===== config.mk =====
export PLATFORM = sky130hd
export DESIGN_NAME = divider_unit
export DESIGN_NICKNAME = d
export VERILOG_FILES = /design/src/rtl/divider_unit.sv
export SDC_FILE = /design/constraint.sdc
export NUM_CORES = 1
export LEC_CHECK = 0
export CORE_ASPECT_RATIO = 1.75
export CORE_UTILIZATION = 35
export CTS_CLUSTER_DIAMETER = 50
export CTS_CLUSTER_SIZE = 16
export DETAILED_ROUTE_END_ITERATION = 8
export HOLD_SLACK_MARGIN = 0.06
export PLACE_DENSITY = 0.56
export RECOVER_POWER = 100
export SLEW_MARGIN = 20
export SYNTH_ARGS = -nofsm -noshare
export SYNTH_HDL_FRONTEND = slang
export SYNTH_SLANG_ARGS = --single-unit
export TNS_END_PERCENT = 10

===== constraint.sdc =====
create_clock -name clk -period 10.4 [get_ports clk]
set_clock_uncertainty 0.2 [all_clocks]
set_input_delay 2.08 -clock clk [delete_from_list [all_inputs] [get_ports clk]]
set_output_delay 2.08 -clock clk [all_outputs]
set_load 0.005 [all_outputs]

===== src/rtl/divider_unit.sv =====
// Multi-cycle restoring radix-2 divider with signed/unsigned quotient and remainder ops.
// state | meaning:  IDLE accept request | CALC one quotient bit per cycle | FIX sign correction | DONE result held
module divider_unit #(
  parameter int WIDTH = 32
) (
  input  logic             clk,
  input  logic             rst_n,
  input  logic             in_valid,
  output logic             in_ready,
  input  logic [1:0]       op,
  input  logic [WIDTH-1:0] dividend,
  input  logic [WIDTH-1:0] divisor,
  input  logic             flush,
  output logic             out_valid,
  input  logic             out_ready,
  output logic [WIDTH-1:0] result
);

  typedef enum logic [1:0] {IDLE, CALC, FIX, DONE} state_e;

  localparam int CW = (WIDTH > 1) ? $clog2(WIDTH) : 1;
  localparam logic [CW-1:0] LAST_STEP = CW'(WIDTH - 1);
  localparam logic [WIDTH-1:0] MIN_NEG = {1'b1, {(WIDTH-1){1'b0}}};
  localparam logic [WIDTH-1:0] ALL_ONES = '1;

  state_e           state_q, state_d;
  logic [1:0]       op_q, op_d;
  logic             dvd_neg_q, dvd_neg_d;
  logic             dvs_neg_q, dvs_neg_d;
  logic [WIDTH-1:0] dvs_mag_q, dvs_mag_d;
  logic [WIDTH-1:0] rem_q, rem_d;
  logic [WIDTH-1:0] quo_q, quo_d;
  logic [WIDTH-1:0] result_q, result_d;
  logic             out_valid_q, out_valid_d;
  logic [CW-1:0]    cnt_q, cnt_d;

  logic             in_signed, in_dvd_neg, in_dvs_neg;
  logic [WIDTH-1:0] in_dvd_mag, in_dvs_mag;
  logic [WIDTH:0]   shifted, trial;
  logic [WIDTH-1:0] quo_fix, rem_fix;

  // Ready is also masked by reset so every output reads zero while rst_n is low.
  assign in_ready  = (state_q == IDLE) && !flush && rst_n;
  assign out_valid = out_valid_q;
  assign result    = result_q;

  assign in_signed  = ~op[0];
  assign in_dvd_neg = in_signed & dividend[WIDTH-1];
  assign in_dvs_neg = in_signed & divisor[WIDTH-1];
  assign in_dvd_mag = in_dvd_neg ? -dividend : dividend;
  assign in_dvs_mag = in_dvs_neg ? -divisor : divisor;

  // Trial subtraction is one bit wider so a full-range unsigned divisor cannot overflow.
  assign shifted = {rem_q, quo_q[WIDTH-1]};
  assign trial   = shifted - {1'b0, dvs_mag_q};

  assign quo_fix = (~op_q[0] & (dvd_neg_q ^ dvs_neg_q)) ? -quo_q : quo_q;
  assign rem_fix = (~op_q[0] & dvd_neg_q) ? -rem_q : rem_q;

  always_comb begin
    state_d     = state_q;
    op_d        = op_q;
    dvd_neg_d   = dvd_neg_q;
    dvs_neg_d   = dvs_neg_q;
    dvs_mag_d   = dvs_mag_q;
    rem_d       = rem_q;
    quo_d       = quo_q;
    result_d    = result_q;
    out_valid_d = out_valid_q;
    cnt_d       = cnt_q;

    case (state_q)
      IDLE: begin
        if (in_valid && in_ready) begin
          op_d      = op;
          dvd_neg_d = in_dvd_neg;
          dvs_neg_d = in_dvs_neg;
          dvs_mag_d = in_dvs_mag;
          if (divisor == '0) begin
            result_d    = op[1] ? dividend : ALL_ONES;
            out_valid_d = 1'b1;
            state_d     = DONE;
          end else if (in_signed && dividend == MIN_NEG && divisor == ALL_ONES) begin
            result_d    = op[1] ? '0 : MIN_NEG;
            out_valid_d = 1'b1;
            state_d     = DONE;
          end else begin
            rem_d   = '0;
            quo_d   = in_dvd_mag;
            cnt_d   = '0;
            state_d = CALC;
          end
        end
      end
      CALC: begin
        if (!trial[WIDTH]) begin
          rem_d = trial[WIDTH-1:0];
          quo_d = {quo_q[WIDTH-2:0], 1'b1};
        end else begin
          rem_d = shifted[WIDTH-1:0];
          quo_d = {quo_q[WIDTH-2:0], 1'b0};
        end
        cnt_d = cnt_q + 1'b1;
        if (cnt_q == LAST_STEP) state_d = FIX;
      end
      FIX: begin
        result_d    = op_q[1] ? rem_fix : quo_fix;
        out_valid_d = 1'b1;
        state_d     = DONE;
      end
      DONE: begin
        if (out_ready) begin
          result_d    = '0;
          out_valid_d = 1'b0;
          state_d     = IDLE;
        end
      end
      default: state_d = IDLE;
    endcase

    if (flush) begin
      state_d     = IDLE;
      result_d    = '0;
      out_valid_d = 1'b0;
    end
  end

  always_ff @(posedge clk or negedge rst_n) begin
    if (!rst_n) begin
      state_q     <= IDLE;
      op_q        <= '0;
      dvd_neg_q   <= 1'b0;
      dvs_neg_q   <= 1'b0;
      dvs_mag_q   <= '0;
      rem_q       <= '0;
      quo_q       <= '0;
      result_q    <= '0;
      out_valid_q <= 1'b0;
      cnt_q       <= '0;
    end else begin
      state_q     <= state_d;
      op_q        <= op_d;
      dvd_neg_q   <= dvd_neg_d;
      dvs_neg_q   <= dvs_neg_d;
      dvs_mag_q   <= dvs_mag_d;
      rem_q       <= rem_d;
      quo_q       <= quo_d;
      result_q    <= result_d;
      out_valid_q <= out_valid_d;
      cnt_q       <= cnt_d;
    end
  end

endmodule


==> flow_summary_export.csv, run 1 <==
group,metric,value,unit
clock_tree,ctsHtreeMaxLevel,4,
run_status,violations,"capacitance limit, slew limit",
global_routing,global_route.usage.total,0.218,
synthesis,yosysSeqAreaShare,0.318,
sta,grt_setup_unrepaired,"false",
clock_tree,cts_root_buf,"clkbuf_16",
synthesis,ys_async_sr_fraction,1.00,
floorplanning,die_area,32200,um^2
clock_tree,clockBufferDepth,2,
synthesis,synth.net_count,1502,
sta,setup_ws,2.38,ns
pwr,pwr_density_cell,195,nW/um^2
clock_tree,cts_sinks,140,
final_layout,fillCellCount,3142,
synthesis,synth_area_leader_cell,"dfrtp_1",
placement,post-place-ws,3.56,ns
sta,holdWs,0.274,ns
clock_tree,cts_resized,0,
global_routing,overflow,0,
floorplanning,die_w,136,um
route,route.detailed.drc,0,
setup_path,cp_cell_sequence,"dlygate4sd3_1, nor4_1, nor4b_1, nand4_1, o21a_1, and3_1, a21oi_1, buf_4, mux2_2",
placement,dpl_cell_area,12400,um^2
route,first_iter_violations,539,
route,route.vias.total,10165,
floorplanning,io_pins,105,
setup_path,critPathCaptureType,"flop",
global_routing,grt_max_degree,93,
final_layout,stdcell_count,1853,
setup_path,crit_required,10.53,ns
run,maxCapViolCount,3,
sta,period_share,0.771,
setup_path,crit_fanout,56,
clock_tree,clkSlewWorstSetupHoldPaths,0.05,ns
route,routed_wl,33800,um
clock_tree,cts_tree,"done",
synthesis,yosysWarnings,0,
clock_tree,worstSkewPairLatency,0.44,ns
floorplanning,rows,85,
setup_path,crit_family,"compound AO/OA/AOI/OAI gates",
placement,io_buffer_count,104,
route,first_pass_iters,7,
synthesis,synth_edf_count,0,
synthesis,synth-seq-cells,140,
synthesis,yosysTopAreaCellShare,0.318,
route,antenna_left,0,
run_status,outcome,"finished, violations left",
sta,fmax,0.125,GHz
global_routing,first_global_vias,10046,
synthesis,synthCells,1387,
sta,maxSlewHeadroom,-0.979,
setup_path,path_class,"input pin to flop",
final_layout,final_common_cell,"o21ai_0",
synthesis,syn_area_per_cell,7.95,um^2
route,via_per_inst,5.49,
global_routing,grt_pass1_wl,53900,um
final_layout,syn2layout_area_growth,16.5,%
setup_path,crit_buf_inv,2,
synthesis,synthFlopType,"dfrtp_1",
setup_path,cp_data_arrival_time,8.15,ns
floorplanning,start_util,0.357,
sta,hold_violations,0,
floorplanning,dieHeight,237,um
global_routing,antenna_found_initial,0,
pwr,ir_drop,0.119,mV
placement,gp_congestion,0.881,
sta,setup_viol,0,
route,wl_per_cell,18.3,um
clock_tree,cts_hold_buf,0,
sta,fin_crit,8.02,ns
floorplanning,core-area,30800,um^2
final_layout,diodes,0,
synthesis,synthTopCellsByArea,"dfrtp_1, o21ai_0, xor2_1",
setup_path,crit_slowest_cell,"a21oi_1",
final_layout,nets,1568,
setup_path,cpPeakStageDelay,2.19,ns
final_layout,design_area,12800,um^2
placement,dp_hpwl,26300,um
sta,drv_slew,169,
final_layout,layout-drive-gt1-share,0.0369,
setup_path,critPathLaunchType,"input pin",
clock_tree,cts_setup_buffers,0,
synthesis,netlist_area,11000,um^2
synthesis,synthDistinctLibCells,72,
clock_tree,cts_buffers,17,
sta,tightest_slew,2.97,ns
final_layout,layout_common_cells,"o21ai_0, nand2_1, dfrtp_1, a21oi_1, nor2_1",
pwr,p_leak,5.51,nW
sta,finalSetupTns,0,ns
placement,dp_cells,1825,
hold_path,hold_class,"flop to flop",
kinds of logic after synthesis:
kind of cell | count (synthesis) | synth area share
simple gates | 455 | 0.200
compound gates | 451 | 0.248
flops | 140 | 0.318
xor+xnor | 139 | 0.110
buf+inv | 132 | 0.0496
fa+ha+maj | 44 | 0.0506
mux | 26 | 0.0241
layout make-up:
cell class | count | area, um^2 | area share
Sequential cell | 140 | 3500 | 0.273
Clock inverter | 2 | 12.5 | 0.000974
Timing Repair Buffer | 119 | 1140 | 0.0890
Tap cell | 391 | 489 | 0.0381
Multi-Input combinational cell | 1115 | 6980 | 0.544
Inverter | 60 | 225 | 0.0175
Clock buffer | 26 | 489 | 0.0381
registers in the layout, indices dropped and copies added, names as in the netlist:
| name | flops |
|---|---|
| cnt_q | 5 |
| dvd_neg_q | 1 |
| dvs_mag_q | 32 |
| dvs_neg_q | 1 |
| op_q | 2 |
| out_valid | 1 |
| quo_q | 32 |
| rem_q | 32 |
| result | 32 |
| state_q | 2 |
metal layers:
metal | vias to the layer above | routed length, um | track usage | part of all wire
met5 | - | 0 | 0 | 0
met4 | 0 | 1350 | 0.101 | 0.040
met3 | 79 | 1150 | 0.0336 | 0.034
met2 | 233 | 18000 | 0.399 | 0.53
met1 | 4767 | 13400 | 0.240 | 0.39
li1 | 5086 | - | - | -
worst register-to-register path, delay by kind of cell, from the launching register on:
kind | cells | cell delay (ns)
compound gates | 1 | 2.19
buf+inv | 2 | 0.86
simple gates | 3 | 0.44
mux | 1 | 0.42
flops | 1 | 0.39
fa+ha+maj | 1 | 0.32
Yosys cell counts (3+ instances only):
master,number
o41ai_1,7
o31ai_1,26
nor3b_1,3
o21ai_1,9
a21o_1,11
nor4_1,8
a32oi_1,11
o21ai_0,169
nor2_1,102
xnor2_1,60
or4_1,11
xor2_1,79
o22ai_1,5
a21oi_1,114
and3_1,4
o211ai_1,9
nand2_1,166
o21a_1,6
a2111oi_0,3
nand4_1,15
o21bai_1,5
or2_2,5
dfrtp_1,140
a221o_1,11
nand3_1,22
mux2i_1,22
nand2b_1,31
a22o_1,14
buf_2,19
a22oi_1,8
inv_1,60
nor3_1,27
buf_6,3
ha_1,43
mux2_2,4
a31oi_1,11
nor2b_1,23
or3_1,21
a211oi_1,17
clkbuf_1,46
per-stage QoR:
| stage | power [W] | util |
|---|---|---|
| after detailed placement | 0.00198 | 0.402 |
| after CTS | 0.00253 | 0.418 |
| after global routing | 0.00272 | 0.416 |
| final | 0.00251 | 0.416 |
| after floorplan | 0.00165 | - |
| after global placement | 0.00196 | 0.402 |
power by group:
part           internal [W]  switching [W]  total (W)
Sequential         0.000683       0.000152   0.000835
Combinational      0.000442       0.000692    0.00113
Clock              0.000317       0.000223   0.000540
Total               0.00144        0.00107    0.00251
final timing paths:
path,startpoint,to,slack [ns],cells past startpoint
max in group asynchronous,rst_n,result[6]$_DFFE_PN0P_,5.22,2
max reg2reg,state_q[0]$_DFFE_PN0P_,quo_q[30]$_DFFE_PN0P_,5.47,8
min reg2reg,dvs_mag_q[31]$_DFFE_PN0P_,dvs_mag_q[31]$_DFFE_PN0P_,0.27,2
min,dvs_mag_q[31]$_DFFE_PN0P_,dvs_mag_q[31]$_DFFE_PN0P_,0.27,2
max,dividend[24],quo_q[30]$_DFFE_PN0P_,2.38,9
min in group asynchronous,rst_n,result[28]$_DFFE_PN0P_,1.51,1
Power figures use the tool's default switching activity.
==> inputs of run 2 (changes only) <==
Settings changed: PLACE_DENSITY 0.56 to 0.58.
Clock period 10.4 ns to 6.6 ns, I/O delays scaled along.
==> run 2 against run 1 <==
  * The flow still finishes with violations (capacitance limit, slew limit)
  * Utilization grew 0.63 points
  * Largest cell class unchanged
  * Highest routed layer unchanged
  * Sequential power grew 56%
  * Routed wire length grew 0.13%
==> flow_summary_export.csv, run 2 (synthesized netlist as in run 1, its figures left out) <==
group,metric,value,unit
final_layout,syn2layout_area_growth,18.3,%
pwr,p_clk_frac,0.264,
clock_tree,clkSlewWorstSetupHoldPaths,0.06,ns
clock_tree,cts_setup_buffers,0,
final_layout,diodes,0,
setup_path,r2r_end,"rem_q[25]$_DFFE_PN0P_",
sta,drv_slew,217,
setup_path,crit_required,6.74,ns
floorplanning,die_area,32200,um^2
setup_path,crit_slowest_cell,"clkbuf_1",
sta,tightest_slew,2.72,ns
global_routing,first_global_vias,10074,
route,routed_wl,33900,um
clock_tree,cts_tree,"done",
pwr,ir_drop,0.178,mV
final_layout,layout-drive-gt1-share,0.0435,
sta,setup_viol,0,
sta,finalSetupTns,0,ns
clock_tree,cts_root_buf,"clkbuf_16",
sta,period_share,0.847,
global_routing,grt_max_degree,71,
route,route.vias.total,10308,
route,antenna_left,0,
setup_path,reg2reg_from,"quo_q[31]$_DFFE_PN0P_",
placement,dp_cells,1830,
sta,fmax,0.179,GHz
floorplanning,die_w,136,um
global_routing,antenna_found_initial,0,
final_layout,fillCellCount,3152,
pwr,pwr_density_cell,324,nW/um^2
sta,maxSlewHeadroom,-0.812,
floorplanning,io_pins,105,
sta,grt_setup_unrepaired,"false",
setup_path,cpPeakStageDelay,1.04,ns
pwr,power_frac_seq,0.309,
run,maxCapViolCount,4,
route,wl_per_cell,18.2,um
final_layout,nets,1573,
pwr,swShare,0.409,
placement,io_buffer_count,104,
global_routing,global_route.usage.total,0.217,
sta,hold_violations,0,
setup_path,critPathLaunchType,"input pin",
setup_path,path_common_cell,"clkbuf_1",
final_layout,stdcell_count,1862,
clock_tree,clockBufferDepth,2,
run_status,violations,"capacitance limit, slew limit",
sta,holdWs,0.272,ns
sta,fin_crit,5.59,ns
pwr,p_int,0.00249,W
pwr,total_power,0.00422,W
floorplanning,rows,85,
clock_tree,cts_sinks,140,
pwr,p_leak,5.62,nW
setup_path,crit_start,"dividend[4]",
setup_path,cp_cell_sequence,"dlygate4sd3_1, or4_1, nor4_1, clkbuf_1, nand4bb_1, o21a_1, and3_1, a21oi_1, clkbuf_1, mux2_2",
floorplanning,dieHeight,237,um
setup_path,r2r_cells,13,
floorplanning,start_util,0.357,
setup_path,endpoint,"quo_q[22]$_DFFE_PN0P_",
setup_path,r2r_slack,2.57,ns
hold_path,hold_class,"flop to flop",
route,first_iter_violations,535,
clock_tree,cts_resized,0,
route,route.detailed.drc,0,
route,via_per_inst,5.54,
pwr,power_frac_comb,0.427,
global_routing,overflow,0,
route,first_pass_iters,5,
placement,dp_hpwl,26100,um
final_layout,final_core_util,0.423,
clock_tree,cts_hold_buf,0,
final_layout,layout_common_cells,"o21ai_0, nand2_1, dfrtp_1, a21oi_1, nor2_1",
placement,gp_congestion,0.907,
run_status,outcome,"finished, violations left",
final_layout,final_common_cell,"o21ai_0",
setup_path,cp_data_arrival_time,5.73,ns
clock_tree,ctsHtreeMaxLevel,4,
clock_tree,cts_buffers,17,
setup_path,path_class,"input pin to flop",
global_routing,grt_pass1_wl,54000,um
clock_tree,worstSkewPairLatency,0.46,ns
setup_path,crit_fanout,33,
pwr,switchingPower,0.00173,W
setup_path,critPathCaptureType,"flop",
floorplanning,core-area,30800,um^2
[run 2: cell types whose count changed in the layout (fill, tap and decap cells not counted), moves of 2 or more]
cell	previous run	this run
buf_4	12	14
bufinv_16	0	6
clkbuf_1	9	6
clkinv_2	1	4
[run 2: final cells by class]
class	count	area (um^2)	area share
repair buffers	124	1180	0.0905
well taps	391	489	0.0375
clock buffers	20	457	0.0350
flip-flops and latches	140	3500	0.269
multi-input cells	1115	6970	0.534
inverters	60	225	0.0173
clock inverters	12	216	0.0166
[run 2: through the flow]
stage | cell area (um^2) | worst slack [ns]
final | 13000 | 1.01
after global routing | 13000 | 0.809
after CTS | 13100 | 1.80
after detailed placement | 12400 | 1.32
after global placement | 12400 | 1.44
after floorplan | 11000 | 2.64
[run 2: power by group through the flow]
stage          Clock, W  Sequential [W]  Combinational, W
2_1_floorplan         0         0.00124           0.00136
3_3_place_gp          0         0.00131           0.00179
3_5_place_dp          0         0.00131           0.00182
4_1_cts         0.00113         0.00130           0.00183
5_1_grt         0.00117         0.00133           0.00203
6_report        0.00112         0.00130           0.00180
[run 2: layer usage]
metal	track usage	part of all wire	vias to the layer above
met1	0.240	0.40	4883
met4	0.0963	0.038	0
met5	0	0	-
met2	0.401	0.53	243
met3	0.0313	0.031	78
li1	-	-	5104
[run 2: how the worst min path moves through the flow]
| stage | startpoint | endpoint | slack [ns] | cells after the start |
|---|---|---|---|---|
| final | result[24]$_DFFE_PN0P_ | result[24]$_DFFE_PN0P_ | 0.27 | 2 |
| after global routing | result[24]$_DFFE_PN0P_ | result[24]$_DFFE_PN0P_ | 0.30 | 2 |
| after CTS | result[24]$_DFFE_PN0P_ | result[24]$_DFFE_PN0P_ | 0.28 | 2 |
| after detailed placement | result[24]$_DFFE_PN0P_ | result[24]$_DFFE_PN0P_ | 0.27 | 2 |
| after global placement | dvs_mag_q[24]$_DFFE_PN0P_ | dvs_mag_q[24]$_DFFE_PN0P_ | 0.26 | 2 |
| after floorplan | dvs_mag_q[10]$_DFFE_PN0P_ | dvs_mag_q[10]$_DFFE_PN0P_ | 0.25 | 2 |
[run 2: worst max-delay path, delay by kind of cell]
family | cells | cell delay (ns)
buffers and inverters | 3 | 1.94
and+or+nand+nor | 4 | 1.41
AOI/OAI and AO/OA | 2 | 0.62
muxes | 1 | 0.43
==> inputs of run 3 (changes only) <==
Clock period 6.6 ns to 4.79 ns, I/O delays scaled along.
==> run 3 against run 2 <==
  * The run still ends with capacitance limit, slew limit left
  * Critical path type unchanged
  * Clock-buffer cell count down 2
  * Worst setup slack worse by 0.57 ns
  * Critical path depth unchanged
  * Routed wire length up 2.8%
  * First-iteration DRC count up 2.6%
  * Largest power group unchanged
  * Register-to-register slack worse by 1.7 ns
  * Sequential share of layout area about the same
==> flow_summary_export.csv, run 3 (synthesized netlist as in run 1, its figures left out) <==
group,metric,value,unit
run_status,outcome,"finished, violations left",
run_status,violations,"capacitance limit, slew limit",
route,route.detailed.drc,0,
setup_path,r2r_cells,13,
hold_path,hold_class,"input pin to asynchronous set/reset pin",
pwr,swShare,0.430,
sta,period_share,0.909,
floorplanning,start_util,0.357,
setup_path,reg2reg_from,"rem_q[0]$_DFFE_PN0P_",
clock_tree,worstSkewPairLatency,0.45,ns
placement,gp_congestion,0.909,
sta,grt_setup_unrepaired,"false",
setup_path,crit_required,4.98,ns
route,antenna_left,0,
route,route.vias.total,10488,
global_routing,global_route.usage.total,0.223,
setup_path,crit_start,"divisor[8]",
clock_tree,clkSlewWorstSetupHoldPaths,0.06,ns
sta,hold_violations,0,
sta,finalSetupTns,0,ns
run,maxCapViolCount,2,
clock_tree,cts_resized,0,
final_layout,syn2layout_area_growth,18.5,%
setup_path,critPathCaptureType,"flop",
final_layout,nets,1585,
setup_path,cpPeakStageDelay,0.82,ns
final_layout,fillCellCount,3160,
global_routing,overflow,0,
route,first_pass_iters,5,
setup_path,crit_fanout,8,
sta,tightest_slew,2.82,ns
pwr,power_frac_seq,0.318,
setup_path,r2r_end,"rem_q[19]$_DFFE_PN0P_",
pwr,power_frac_comb,0.448,
pwr,total_power,0.00568,W
route,first_iter_violations,549,
floorplanning,io_pins,105,
pwr,p_int,0.00323,W
setup_path,cp_data_arrival_time,4.54,ns
setup_path,cp_cell_sequence,"clkdlybuf4s50_1, or3_1, nor4b_1, nand4b_1, o21a_1, nand2_1, a31oi_1, nor2_1, buf_4, a22o_1",
clock_tree,cts_tree,"done",
floorplanning,rows,85,
floorplanning,core-area,30800,um^2
sta,drv_slew,92,
final_layout,final_common_cell,"o21ai_0",
placement,io_buffer_count,104,
final_layout,diodes,0,
setup_path,crit_slowest_cell,"nor4b_1",
clock_tree,cts_setup_buffers,0,
route,via_per_inst,5.60,
sta,maxSlewHeadroom,-0.878,
floorplanning,die_w,136,um
clock_tree,cts_buffers,17,
route,wl_per_cell,18.6,um
final_layout,layout-drive-gt1-share,0.0539,
placement,dp_hpwl,27000,um
clock_tree,cts_sinks,140,
pwr,pwr_density_cell,435,nW/um^2
global_routing,grt_max_degree,71,
pwr,ir_drop,0.300,mV
pwr,p_clk_frac,0.234,
route,routed_wl,34800,um
pwr,switchingPower,0.00244,W
global_routing,grt_pass1_wl,55100,um
sta,fmax,0.230,GHz
floorplanning,die_area,32200,um^2
floorplanning,dieHeight,237,um
clock_tree,ctsHtreeMaxLevel,4,
global_routing,antenna_found_initial,0,
setup_path,r2r_slack,0.90,ns
sta,fin_crit,4.35,ns
clock_tree,clockBufferDepth,2,
clock_tree,cts_hold_buf,0,
sta,setup_viol,0,
setup_path,critPathLaunchType,"input pin",
pwr,p_leak,5.61,nW
final_layout,layout_common_cells,"o21ai_0, nand2_1, dfrtp_1, a21oi_1, nor2_1",
clock_tree,cts_root_buf,"clkbuf_16",
global_routing,first_global_vias,10319,
setup_path,path_class,"input pin to flop",
-- run 3: cell types whose count changed in the layout (fill, tap and decap cells not counted), moves of 2 or more --
cell        delta
clkinvlp_4     +7
bufinv_16      -4
buf_4         +11
clkbuf_1       -2
clkinv_2       -2
-- run 3: worst max path at each step --
stage / endpoint / depth (start not counted) / slack, ns
after floorplan: quo_q[22]$_DFFE_PN0P_ / 9 / 1.19
after global placement: result[5]$_DFFE_PN0P_ / 10 / 0.36
after CTS: result[5]$_DFFE_PN0P_ / 10 / 0.76
after detailed placement: result[8]$_DFFE_PN0P_ / 10 / 0.28
final: result[5]$_DFFE_PN0P_ / 10 / 0.44
after global routing: result[31]$_DFFE_PN0P_ / 10 / 0.30
-- run 3: power groups by stage --
stage | Clock [W] | Sequential (W) | Combinational [W]
finish | 0.00133 | 0.00180 | 0.00254
global route | 0.00139 | 0.00185 | 0.00285
CTS | 0.00136 | 0.00180 | 0.00257
detailed placement | 0 | 0.00182 | 0.00255
global placement | 0 | 0.00181 | 0.00251
floorplan | 0 | 0.00171 | 0.00188
-- run 3: routing by layer --
layer | up-vias | track usage | share of wire
met5 | - | 0 | 0
met4 | 0 | 0.121 | 0.045
met3 | 85 | 0.0263 | 0.035
met2 | 311 | 0.409 | 0.53
met1 | 4968 | 0.243 | 0.39
li1 | 5124 | - | -
-- run 3: through the flow --
step / hold WS, ns / std cells / util / setup slack (ns) / instance area [um^2]
5_1_grt: 0.266 / 1874 / 0.423 / 0.301 / 13100
4_1_cts: 0.252 / 1874 / 0.425 / 0.762 / 13100
6_report: 0.237 / 1874 / 0.423 / 0.435 / 13100
2_1_floorplan: 0.250 / 1387 / - / 1.19 / 11000
3_5_place_dp: 0.270 / 1842 / 0.406 / 0.281 / 12500
3_3_place_gp: 0.262 / 1842 / 0.406 / 0.361 / 12500
-- run 3: area by class of cell --
type / instances / area (um^2) / share of cell area
multi-input cells: 1115 / 6980 / 0.534
flip-flops and latches: 140 / 3500 / 0.268
repair buffers: 136 / 1270 / 0.0976
well taps: 391 / 489 / 0.0375
clock buffers: 18 / 439 / 0.0336
inverters: 60 / 225 / 0.0172
clock inverters: 14 / 148 / 0.0113
-- run 3: critical path: cells and delay by family --
| kind | cells | cell delay, ns |
|---|---|---|
| and+or+nand+nor | 5 | 2.26 |
| buffers and inverters | 2 | 0.77 |
| AOI/OAI and AO/OA | 3 | 0.53 |
